<file path="src/rtl/util_sat_counter.sv">
// rtl/util_sat_counter.sv - up/down-by-one counter saturating at both ends, with sticky overflow
//
// Ports:
//   clk         rising-edge clock
//   rst         asynchronous active-high reset
//   inc_i       count up by one this cycle
//   dec_i       count down by one this cycle
//   ovf_clr_i   synchronous clear of overflow_o
//   count_o     current count (registered)
//   overflow_o  sticky flag, set when inc_i arrives with the count at its maximum
module util_sat_counter #(
  parameter int WIDTH = 4
) (
  input  logic             clk,
  input  logic             rst,
  input  logic             inc_i,
  input  logic             dec_i,
  input  logic             ovf_clr_i,
  output logic [WIDTH-1:0] count_o,
  output logic             overflow_o
);

  localparam logic [WIDTH-1:0] CNT_MAX = '1;

  logic [WIDTH-1:0] count_q, count_d;
  logic             ovf_q, ovf_d;
  logic             ovf_set;

  always_comb begin
    count_d = count_q;
    ovf_set = 1'b0;
    // inc and dec together cancel, so only the lone-direction cases move the count.
    if (inc_i && !dec_i) begin
      if (count_q == CNT_MAX) begin
        ovf_set = 1'b1;
      end else begin
        count_d = count_q + 1'b1;
      end
    end else if (dec_i && !inc_i && (count_q != '0)) begin
      count_d = count_q - 1'b1;
    end
    // A new overflow in the same cycle as a clear keeps the flag set.
    ovf_d = ovf_set | (ovf_q & ~ovf_clr_i);
  end

  always_ff @(posedge clk or posedge rst) begin
    if (rst) begin
      count_q <= '0;
      ovf_q   <= 1'b0;
    end else begin
      count_q <= count_d;
      ovf_q   <= ovf_d;
    end
  end

  assign count_o    = count_q;
  assign overflow_o = ovf_q;

endmodule

</file>
<file path="src/rtl/util_pulse_stretch.sv">
// rtl/util_pulse_stretch.sv - stretches single-cycle strobes into spaced level pulses, queueing overlaps
//
// Ports:
//   clk       rising-edge clock
//   res       asynchronous active-high reset
//   in        event strobe, one event per high cycle
//   ovf_clr   synchronous clear of overflow
//   out       stretched pulse, high exactly while in HIGH
//   busy      high while a pulse/gap is running or events are queued
//   pending   queued events not yet emitted
//   overflow  sticky, set when an event arrives with pending saturated
module util_pulse_stretch #(
  parameter int HIGH_CYCLES = 4,
  parameter int GAP_CYCLES  = 2,
  parameter int CNT_BITS    = 4,
  parameter bit RETRIGGER   = 1'b0
) (
  input  logic                clk,
  input  logic                res,
  input  logic                in,
  input  logic                ovf_clr,
  output logic                out,
  output logic                busy,
  output logic [CNT_BITS-1:0] pending,
  output logic                overflow
);

  localparam int T_MAX = (HIGH_CYCLES > GAP_CYCLES) ? HIGH_CYCLES : GAP_CYCLES;
  localparam int TW    = $clog2(T_MAX + 1);

  localparam logic [TW-1:0] HIGH_LOAD = TW'(HIGH_CYCLES - 1);
  localparam logic [TW-1:0] GAP_LOAD  = TW'(GAP_CYCLES - 1);

  typedef enum logic [1:0] {
    S_IDLE = 2'd0,
    S_HIGH = 2'd1,
    S_GAP  = 2'd2
  } state_t;

  state_t          state_q, state_d;
  logic [TW-1:0]   timer_q, timer_d;
  logic            cnt_inc;
  logic            cnt_dec;
  logic            pend_nz;

  assign pend_nz = (pending != '0);

  always_ff @(posedge clk or posedge res) begin
    if (res) begin
      state_q <= S_IDLE;
      timer_q <= '0;
    end else begin
      state_q <= state_d;
      timer_q <= timer_d;
    end
  end

  always_comb begin
    state_d = state_q;
    timer_d = timer_q;
    cnt_inc = 1'b0;
    cnt_dec = 1'b0;
    case (state_q)
      S_IDLE: begin
        // The event is emitted straight away, so it never touches the queue.
        if (in) begin
          state_d = S_HIGH;
          timer_d = HIGH_LOAD;
        end
      end
      S_HIGH: begin
        if (RETRIGGER && in) begin
          timer_d = HIGH_LOAD;
        end else begin
          cnt_inc = in;
          if (timer_q == '0) begin
            state_d = S_GAP;
            timer_d = GAP_LOAD;
          end else begin
            timer_d = timer_q - 1'b1;
          end
        end
      end
      S_GAP: begin
        if (timer_q == '0) begin
          if (pend_nz) begin
            // Replay the oldest queued event; a strobe this cycle joins the queue.
            state_d = S_HIGH;
            timer_d = HIGH_LOAD;
            cnt_dec = 1'b1;
            cnt_inc = in;
          end else if (in) begin
            state_d = S_HIGH;
            timer_d = HIGH_LOAD;
          end else begin
            state_d = S_IDLE;
            timer_d = '0;
          end
        end else begin
          timer_d = timer_q - 1'b1;
          cnt_inc = in;
        end
      end
      default: begin
        state_d = S_IDLE;
        timer_d = '0;
      end
    endcase
  end

  util_sat_counter #(
    .WIDTH(CNT_BITS)
  ) u_pend (
    .clk        (clk),
    .rst        (res),
    .inc_i      (cnt_inc),
    .dec_i      (cnt_dec),
    .ovf_clr_i  (ovf_clr),
    .count_o    (pending),
    .overflow_o (overflow)
  );

  // Outputs decode registered state only; nothing reaches them from the inputs combinationally.
  assign out  = (state_q == S_HIGH);
  assign busy = (state_q != S_IDLE) || pend_nz;

endmodule

</file>
<file path="config.mk">
export PLATFORM = sky130hd
export DESIGN_NAME = util_pulse_stretch
export DESIGN_NICKNAME = d
export VERILOG_FILES = /design/src/rtl/util_sat_counter.sv /design/src/rtl/util_pulse_stretch.sv
export SDC_FILE = /design/constraint.sdc
export NUM_CORES = 1
export LEC_CHECK = 0
export CAP_MARGIN = 20
export CELL_PAD_IN_SITES_DETAIL_PLACEMENT = 0
export CELL_PAD_IN_SITES_GLOBAL_PLACEMENT = 1
export CORE_AREA = 2 2 43 53
export CTS_CLUSTER_SIZE = 30
export DETAILED_ROUTE_END_ITERATION = 8
export DIE_AREA = 0 0 45 55
export PLACE_DENSITY = 0.81
export SETUP_SLACK_MARGIN = 0.4
export SKIP_CTS_REPAIR_TIMING = 1
export SLEW_MARGIN = 25
export SYNTH_ARGS = -nofsm -noshare
export SYNTH_HDL_FRONTEND = slang
export SYNTH_SLANG_ARGS = --single-unit
</file>
<file path="constraint.sdc">
create_clock -name clk -period 2.72 [get_ports clk]
set_input_delay 0.544 -clock clk [delete_from_list [all_inputs] [get_ports clk]]
set_output_delay 0.544 -clock clk [all_outputs]
set_load 0.005 [all_outputs]
</file>
==> results.txt, run 1 <==
----------------------------------------------------
[Floorplan]
  Die Y-Extent ... 55 µm
  Area of the core ... 1980 µm²
  Standard-cell row count ... 18
  Top-level port count ... 11
  Initial core utilization ... 0.384
  Die Width ... 45 µm
  Die ar. ... 2480 µm²

[Final layout]
  Area added between synthesis and finish ... 32.6%
  Final instance area ... 1010 µm²
  Antenna diode count ... 0
  Number of nets at the end of the flow ... 114
  Filler instances ... 204
  Share of layout cells above drive strength 1 ... 0.224
  Post-layout utilization of the core ... 0.509

[Power]
  Max IR drop VDD ... 523 µV
  Power Internal ... 0.695 mW
  Ratio of total power to cell area ... 1220 nW/µm²
  Switching component of the power ... 0.532 mW
  Proportion of power drawn by flip-flops and latches ... 0.242
  Proportion of power drawn by combinational gates ... 0.671
  Sw frac ... 0.433
  P_leak ... 0.423 nW
  PnR Total Power ... 1.23 mW
  Fraction of power consumed by the clock network ... 0.087

[Synthesis]
  Sequential-to-total area share from yosys stat ... 0.329
  Count of different cell masters after synthesis ... 29
  Async set or reset register ratio after synthesis ... 1.00
  Nets in the synthesized netlist ... 95
  Top-area cell type share of the netlist area ... 0.329
  Post-synth top area cell ... sky130_fd_sc_hd__dfrtp_1
  Syn_area_per_cell ... 9.39 µm²
  Cell with the most instances after synthesis ... sky130_fd_sc_hd__dfrtp_1
  Flip-flop and latch count after synthesis ... 10
  Yosys warning total ... 0
  Synth top area cells ... sky130_fd_sc_hd__dfrtp_1, sky130_fd_sc_hd__ha_1, sky130_fd_sc_hd__mux2_2, sky130_fd_sc_hd__inv_1, sky130_fd_sc_hd__xor2_1
  Synth cell count leaders ... sky130_fd_sc_hd__dfrtp_1, sky130_fd_sc_hd__ha_1, sky130_fd_sc_hd__inv_1
  Summed instance area of the synthesized netlist ... 761 µm²
  Instance count of the mapped netlist ... 81
  Main synth FF type ... sky130_fd_sc_hd__dfrtp_1
  Number of enable flip-flop cells after synthesis ... 0

[Timing]
  Period utilisation layout ... 0.826
  Worst Clk Skew ... 3.07 ps
  Maximum clock frequency ... 445 MHz
  Actual slew at the worst max-slew pin ... 450 ps
  Accumulated negative setup slack ... 0 ps
  Unrepaired setup endpoints after global routing ... true
  Max-Slew Margin vs Limit ... 0.697
  Final setup fails ... 0
  Final Max Tran Viols ... 0
  Minimum clock period ... 2250 ps
  Count of endpoints failing hold in the final timing report ... 0

[Worst setup path]
  Setup crit end kind ... primary output
  Startpoint kind of the worst setup timing path ... flip-flop
  Cell chain of the critical path ... inv_1, ha_1, nand2_1, clkdlybuf4s50_1
  Max Fanout on Critical Path ... 7
  Worst endpoint data arrival time ... 1700 ps
  Required time of the worst setup path ... 2180 ps
  Critical Path Slowest Stage Cell ... sky130_fd_sc_hd__clkdlybuf4s50_1
  Startpoint of the worst-slack reg-to-reg timing path ... u_pend.count_o[2]$_DFFE_PP0P_
  CP Launch Point ... state_q[1]$_DFFE_PP0P_
  Max incr delay on CP ... 450 ps
  CP Class ... reg -> out

[Placed design]
  Cell Area, Placed ... 901 µm²
  Global placer's final weighted congestion ... 0.778
  Total half-perimeter wirelength after legalization and detailed placement ... 1.28 mm
  Count of input and output buffers ... 10

[Clocking]
  Number of levels the H-tree was split into ... 1
  Cts bufs inserted ... 3
  Clock tree from TritonCTS ... built
  Clock latency of the later-clocked register in the worst-skew pair ... 270 ps
  CTS Sinks ... 10
  Clk buf depth ... 2
  Clock transition at path regs ... 70 ps
  Clk Tree Root Cell ... sky130_fd_sc_hd__clkbuf_4

[Global route]
  Leftover overflow at the end of global routing ... 0
  Largest net degree at the start of global routing ... 11
  Number of antenna violations at the first check in global routing ... 0
  All-Layer GR Usage ... 0.162
  Via count of the first global-routing pass ... 667
  Wire length of the first global-routing pass ... 2.89 mm

[Detailed routing]
  Per-cell routed wire length ... 14.3 µm
  Number of optimization iterations in the first detailed-route pass ... 4
  Wire length after detailed routing ... 1.69 mm
  Residual antenna-violating net count after detailed routing ... 0
  Vias per std cell ... 5.55
  Number of vias in the routed layout ... 655
  Iteration-0 DRC count of the detailed router ... 6
  Remaining design rule violation count ... 0

[Run status]
  Status ... finished clean

[Run]
  Maxcap violations ... 0

[Worst hold path]
  Start point of the worst hold path ... u_pend.overflow_o$_DFF_PP0_
  Path type of the worst min-delay path ... reg -> reg

----------------------------------------------------
-- area by class of cell --
| cell class | instances | area (µm²) | share of cell area |
|---|---|---|---|
| clock buffers | 3 | 22.5 | 0.0223 |
| flip-flops and latches | 10 | 254 | 0.252 |
| well taps | 20 | 25.0 | 0.0248 |
| inverters | 7 | 26.3 | 0.0261 |
| repair buffers | 16 | 145 | 0.144 |
| multi-input cells | 62 | 536 | 0.531 |
-- power by group through the flow --
stage / clock, mW / sequential (mW) / combinational [mW]
3_5_place_dp: 0 / 0.288 / 0.722
3_3_place_gp: 0 / 0.283 / 0.704
4_1_cts: 0.108 / 0.285 / 0.726
2_1_floorplan: 0 / 0.298 / 0.472
5_1_grt: 0.120 / 0.307 / 0.924
6_report: 0.107 / 0.297 / 0.823
-- through the flow --
stage	hold slack (ps)	cells	setup WS, ps
5_1_grt	586	118	337
3_3_place_gp	557	112	283
2_1_floorplan	384	81	451
3_5_place_dp	537	112	225
4_1_cts	545	115	272
6_report	539	118	472
-- state kept, by name, summed over array words and instances (netlist names) --
signal and cells:
u_pend.count_o 4, timer_q 3, state_q 2, u_pend.overflow_o 1
-- worst paths after layout --
| kind | cells after the start | slack [ps] | to |
|---|---|---|---|
| max | 4 | 470 | busy |
| min | 2 | 540 | u_pend.overflow_o$_DFF_PP0_ |
| max reg2reg | 8 | 500 | u_pend.count_o[3]$_DFFE_PP0P_ |
| min reg2reg | 2 | 540 | u_pend.overflow_o$_DFF_PP0_ |
| max in group asynchronous | 2 | 1840 | state_q[0]$_DFFE_PP0P_ |
| min in group asynchronous | 2 | 570 | timer_q[2]$_DFFE_PP0P_ |
-- placed cells by master, fill, tap and decap left out, drive strengths merged, types with 2 or more instances in the layout --
cell type / count
nand2b: 4
mux2i: 2
nor2b: 2
nand4: 4
o21ai: 2
o22ai: 2
xor2: 3
a21oi: 3
nand2: 6
mux2: 3
nand3: 3
nor2: 5
clkdlybuf4s50: 10
clkbuf: 3
dfrtp: 10
ha: 9
o41ai: 2
buf: 6
inv: 7
-- cells by family after synthesis --
| kind of cell | after synthesis | synth area share |
|---|---|---|
| AOI/OAI and AO/OA | 15 | 0.138 |
| xor gates and xnor gates | 3 | 0.0345 |
| adders and majority gates | 10 | 0.174 |
| buffers and inverters | 9 | 0.0444 |
| DFF | 10 | 0.329 |
| muxes | 5 | 0.0707 |
| and+or+nand+nor | 29 | 0.209 |
-- critical path, delay by kind of cell (launching register included) --
family / cells / cell delay (ps)
buf+inv: 2 / 610
fa+ha+maj: 1 / 310
simple gates: 1 / 90
flops: 1 / 430
-- metal layers --
metal  vias to the layer above  GRT usage  part of all wire
met5                         -          0                 0
met4                         0     0.0735            0.0095
met3                         2     0.0195             0.027
met2                        13      0.286              0.54
met1                       316      0.194              0.42
li1                        324          -                 -
No activity file was read; power rests on OpenSTA's default activity.
==> inputs of run 2 (changes only) <==
- CORE_AREA: 2 2 43 53 -> 2 2 45 56
- DIE_AREA: 0 0 45 55 -> 0 0 47 58
- PLACE_DENSITY: 0.81 -> 0.77
- clock period: 2.72 -> 1.8 ns (I/O delays scaled with it)
==> run 2 against run 1 <==
Net effect: the run now ends with setup timing left; largest power group unchanged; clock-buffer cell count increased by 1; combinational power grew to 2.7 times the previous value; clock power increased by 110%.
==> results.txt, run 2 (synthesis results as in run 1) <==
----------------------------------------------------
[Global route]
  Wire length of the first global-routing pass ... 3.35 mm
  Largest net degree at the start of global routing ... 11
  All-Layer GR Usage ... 0.170
  Via count of the first global-routing pass ... 778
  Leftover overflow at the end of global routing ... 0
  Number of antenna violations at the first check in global routing ... 0

[Floorplan]
  Die Width ... 47 µm
  Standard-cell row count ... 19
  Top-level port count ... 11
  Area of the core ... 2190 µm²
  Die ar. ... 2730 µm²
  Initial core utilization ... 0.348
  Die Y-Extent ... 58 µm

[Run]
  Maxcap violations ... 0

[Worst hold path]
  Path type of the worst min-delay path ... in -> async

[Timing]
  Final Max Tran Viols ... 0
  Worst-case hold slack ... 353 ps
  Minimum clock period ... 2080 ps
  Count of endpoints failing hold in the final timing report ... 0
  Final setup fails ... 7
  Maximum clock frequency ... 480 MHz
  Max-Slew Margin vs Limit ... 0.718
  Worst Clk Skew ... 4.89 ps
  Actual slew at the worst max-slew pin ... 423 ps
  Period utilisation layout ... 1.16
  PnR worst setup slack ... -284 ps
  Unrepaired setup endpoints after global routing ... true

[Clocking]
  Clock latency of the later-clocked register in the worst-skew pair ... 290 ps
  Clock tree from TritonCTS ... built
  Clk Tree Root Cell ... sky130_fd_sc_hd__clkbuf_4
  Clk buf depth ... 2
  Number of levels the H-tree was split into ... 1
  Cts bufs inserted ... 3
  CTS Sinks ... 10
  Clock transition at path regs ... 80 ps

[Power]
  Max IR drop VDD ... 1240 µV
  Ratio of total power to cell area ... 2030 nW/µm²
  P_leak ... 0.677 nW

[Worst setup path]
  Startpoint of the worst-slack reg-to-reg timing path ... u_pend.count_o[3]$_DFFE_PP0P_
  Setup crit end kind ... flip-flop
  Most used cell along the critical path ... sky130_fd_sc_hd__buf_6
  Critical Path Slowest Stage Cell ... sky130_fd_sc_hd__or4_4
  Worst endpoint data arrival time ... 2270 ps
  Max Fanout on Critical Path ... 6
  CP Class ... reg -> reg
  Cell chain of the critical path ... buf_6, buf_6, or4_4, or3_4, a32o_1, a22o_1
  Required time of the worst setup path ... 1990 ps
  Max incr delay on CP ... 520 ps
  Startpoint kind of the worst setup timing path ... flip-flop
  CP Launch Point ... u_pend.count_o[3]$_DFFE_PP0P_

[Final layout]
  Filler instances ... 178
  Area added between synthesis and finish ... 87.7%
  Flip-flop count of the largest register after layout ... 4
  Footprint of the multi-input gates ... 659 µm²
  Share of layout cells above drive strength 1 ... 0.563
  Post-layout utilization of the core ... 0.653
  Number of nets at the end of the flow ... 143
  Final instance area ... 1430 µm²
  Final Non-Filler Cells ... 159
  Antenna diode count ... 0
  Reg area ... 251 µm²
  Most common library cell in the layout ignoring fill and taps ... sky130_fd_sc_hd__buf_4
  Commonest non-fill, non-tap cells in the layout ... sky130_fd_sc_hd__buf_4, sky130_fd_sc_hd__buf_6, sky130_fd_sc_hd__dfrtp_1

[Placed design]
  Total half-perimeter wirelength after legalization and detailed placement ... 1.50 mm
  Cell Area, Placed ... 1130 µm²
  Global placer's final weighted congestion ... 0.838
  Number of instances in the placed design ... 145
  Count of input and output buffers ... 10

[Detailed routing]
  Amount of wire on met2 after detailed routing ... 1.27 mm
  Residual antenna-violating net count after detailed routing ... 0
  Met3 wire len ... 58 µm
  Number of optimization iterations in the first detailed-route pass ... 4
  Topmost layer with routed signal wires ... met4
  Per-cell routed wire length ... 15.5 µm
  Wire length after detailed routing ... 2.46 mm
  Remaining design rule violation count ... 0
  Iteration-0 DRC count of the detailed router ... 17
  Number of vias in the routed layout ... 793
  Wire length on met1 ... 1.09 mm
  Vias per std cell ... 4.99

[Run status]
  Status ... finished with violations
  Failing checks ... setup timing

----------------------------------------------------
==> run 2: cell type report <==
type	count	area share
repair buffers	45	0.291
inverters	7	0.0184
well taps	31	0.0272
clock buffers	4	0.0254
multi-input cells	62	0.462
flip-flops and latches	10	0.176
==> run 2: through the flow <==
step	setup WS (ps)	TNS, ps	power (mW)
after floorplan	-288	-797	1.29
after global placement	-323	-1270	1.96
after detailed placement	-381	-1310	1.98
after CTS	-363	-1850	2.22
after global routing	-381	-2040	3.08
final	-284	-1510	2.90
==> run 2: worst max-delay path: cells and delay by family (launching register included) <==
family | cells | cell delay [ps]
buffers and inverters | 2 | 250
and+or+nand+nor | 2 | 870
AOI/OAI and AO/OA | 2 | 430
DFF | 1 | 430
==> run 2: report_power, final <==
part,switching [mW],total (mW),internal (mW)
sequential,0.0846,0.415,0.331
combinational,0.993,2.26,1.27
clock,0.104,0.227,0.124
total,1.18,2.90,1.72
==> run 2: path summary, 6_finish.rpt <==
kind                                            endpoint  slack, ps  cells after the start
setup / recovery                  timer_q[1]$_DFFE_PP0P_       -280                      6
setup reg to reg                  timer_q[1]$_DFFE_PP0P_       -280                      6
hold reg to reg              u_pend.overflow_o$_DFF_PP0_        580                      2
hold / removal             u_pend.count_o[2]$_DFFE_PP0P_        350                      2
max in group asynchronous  u_pend.count_o[1]$_DFFE_PP0P_       1130                      2
min in group clk             u_pend.overflow_o$_DFF_PP0_        580                      2
==> run 2: routing by layer <==
metal  up-vias  global-route usage
li1        384                   -
met2        13               0.278
met1       393               0.217
met3         3              0.0218
met5         -                   0
met4         0              0.0714
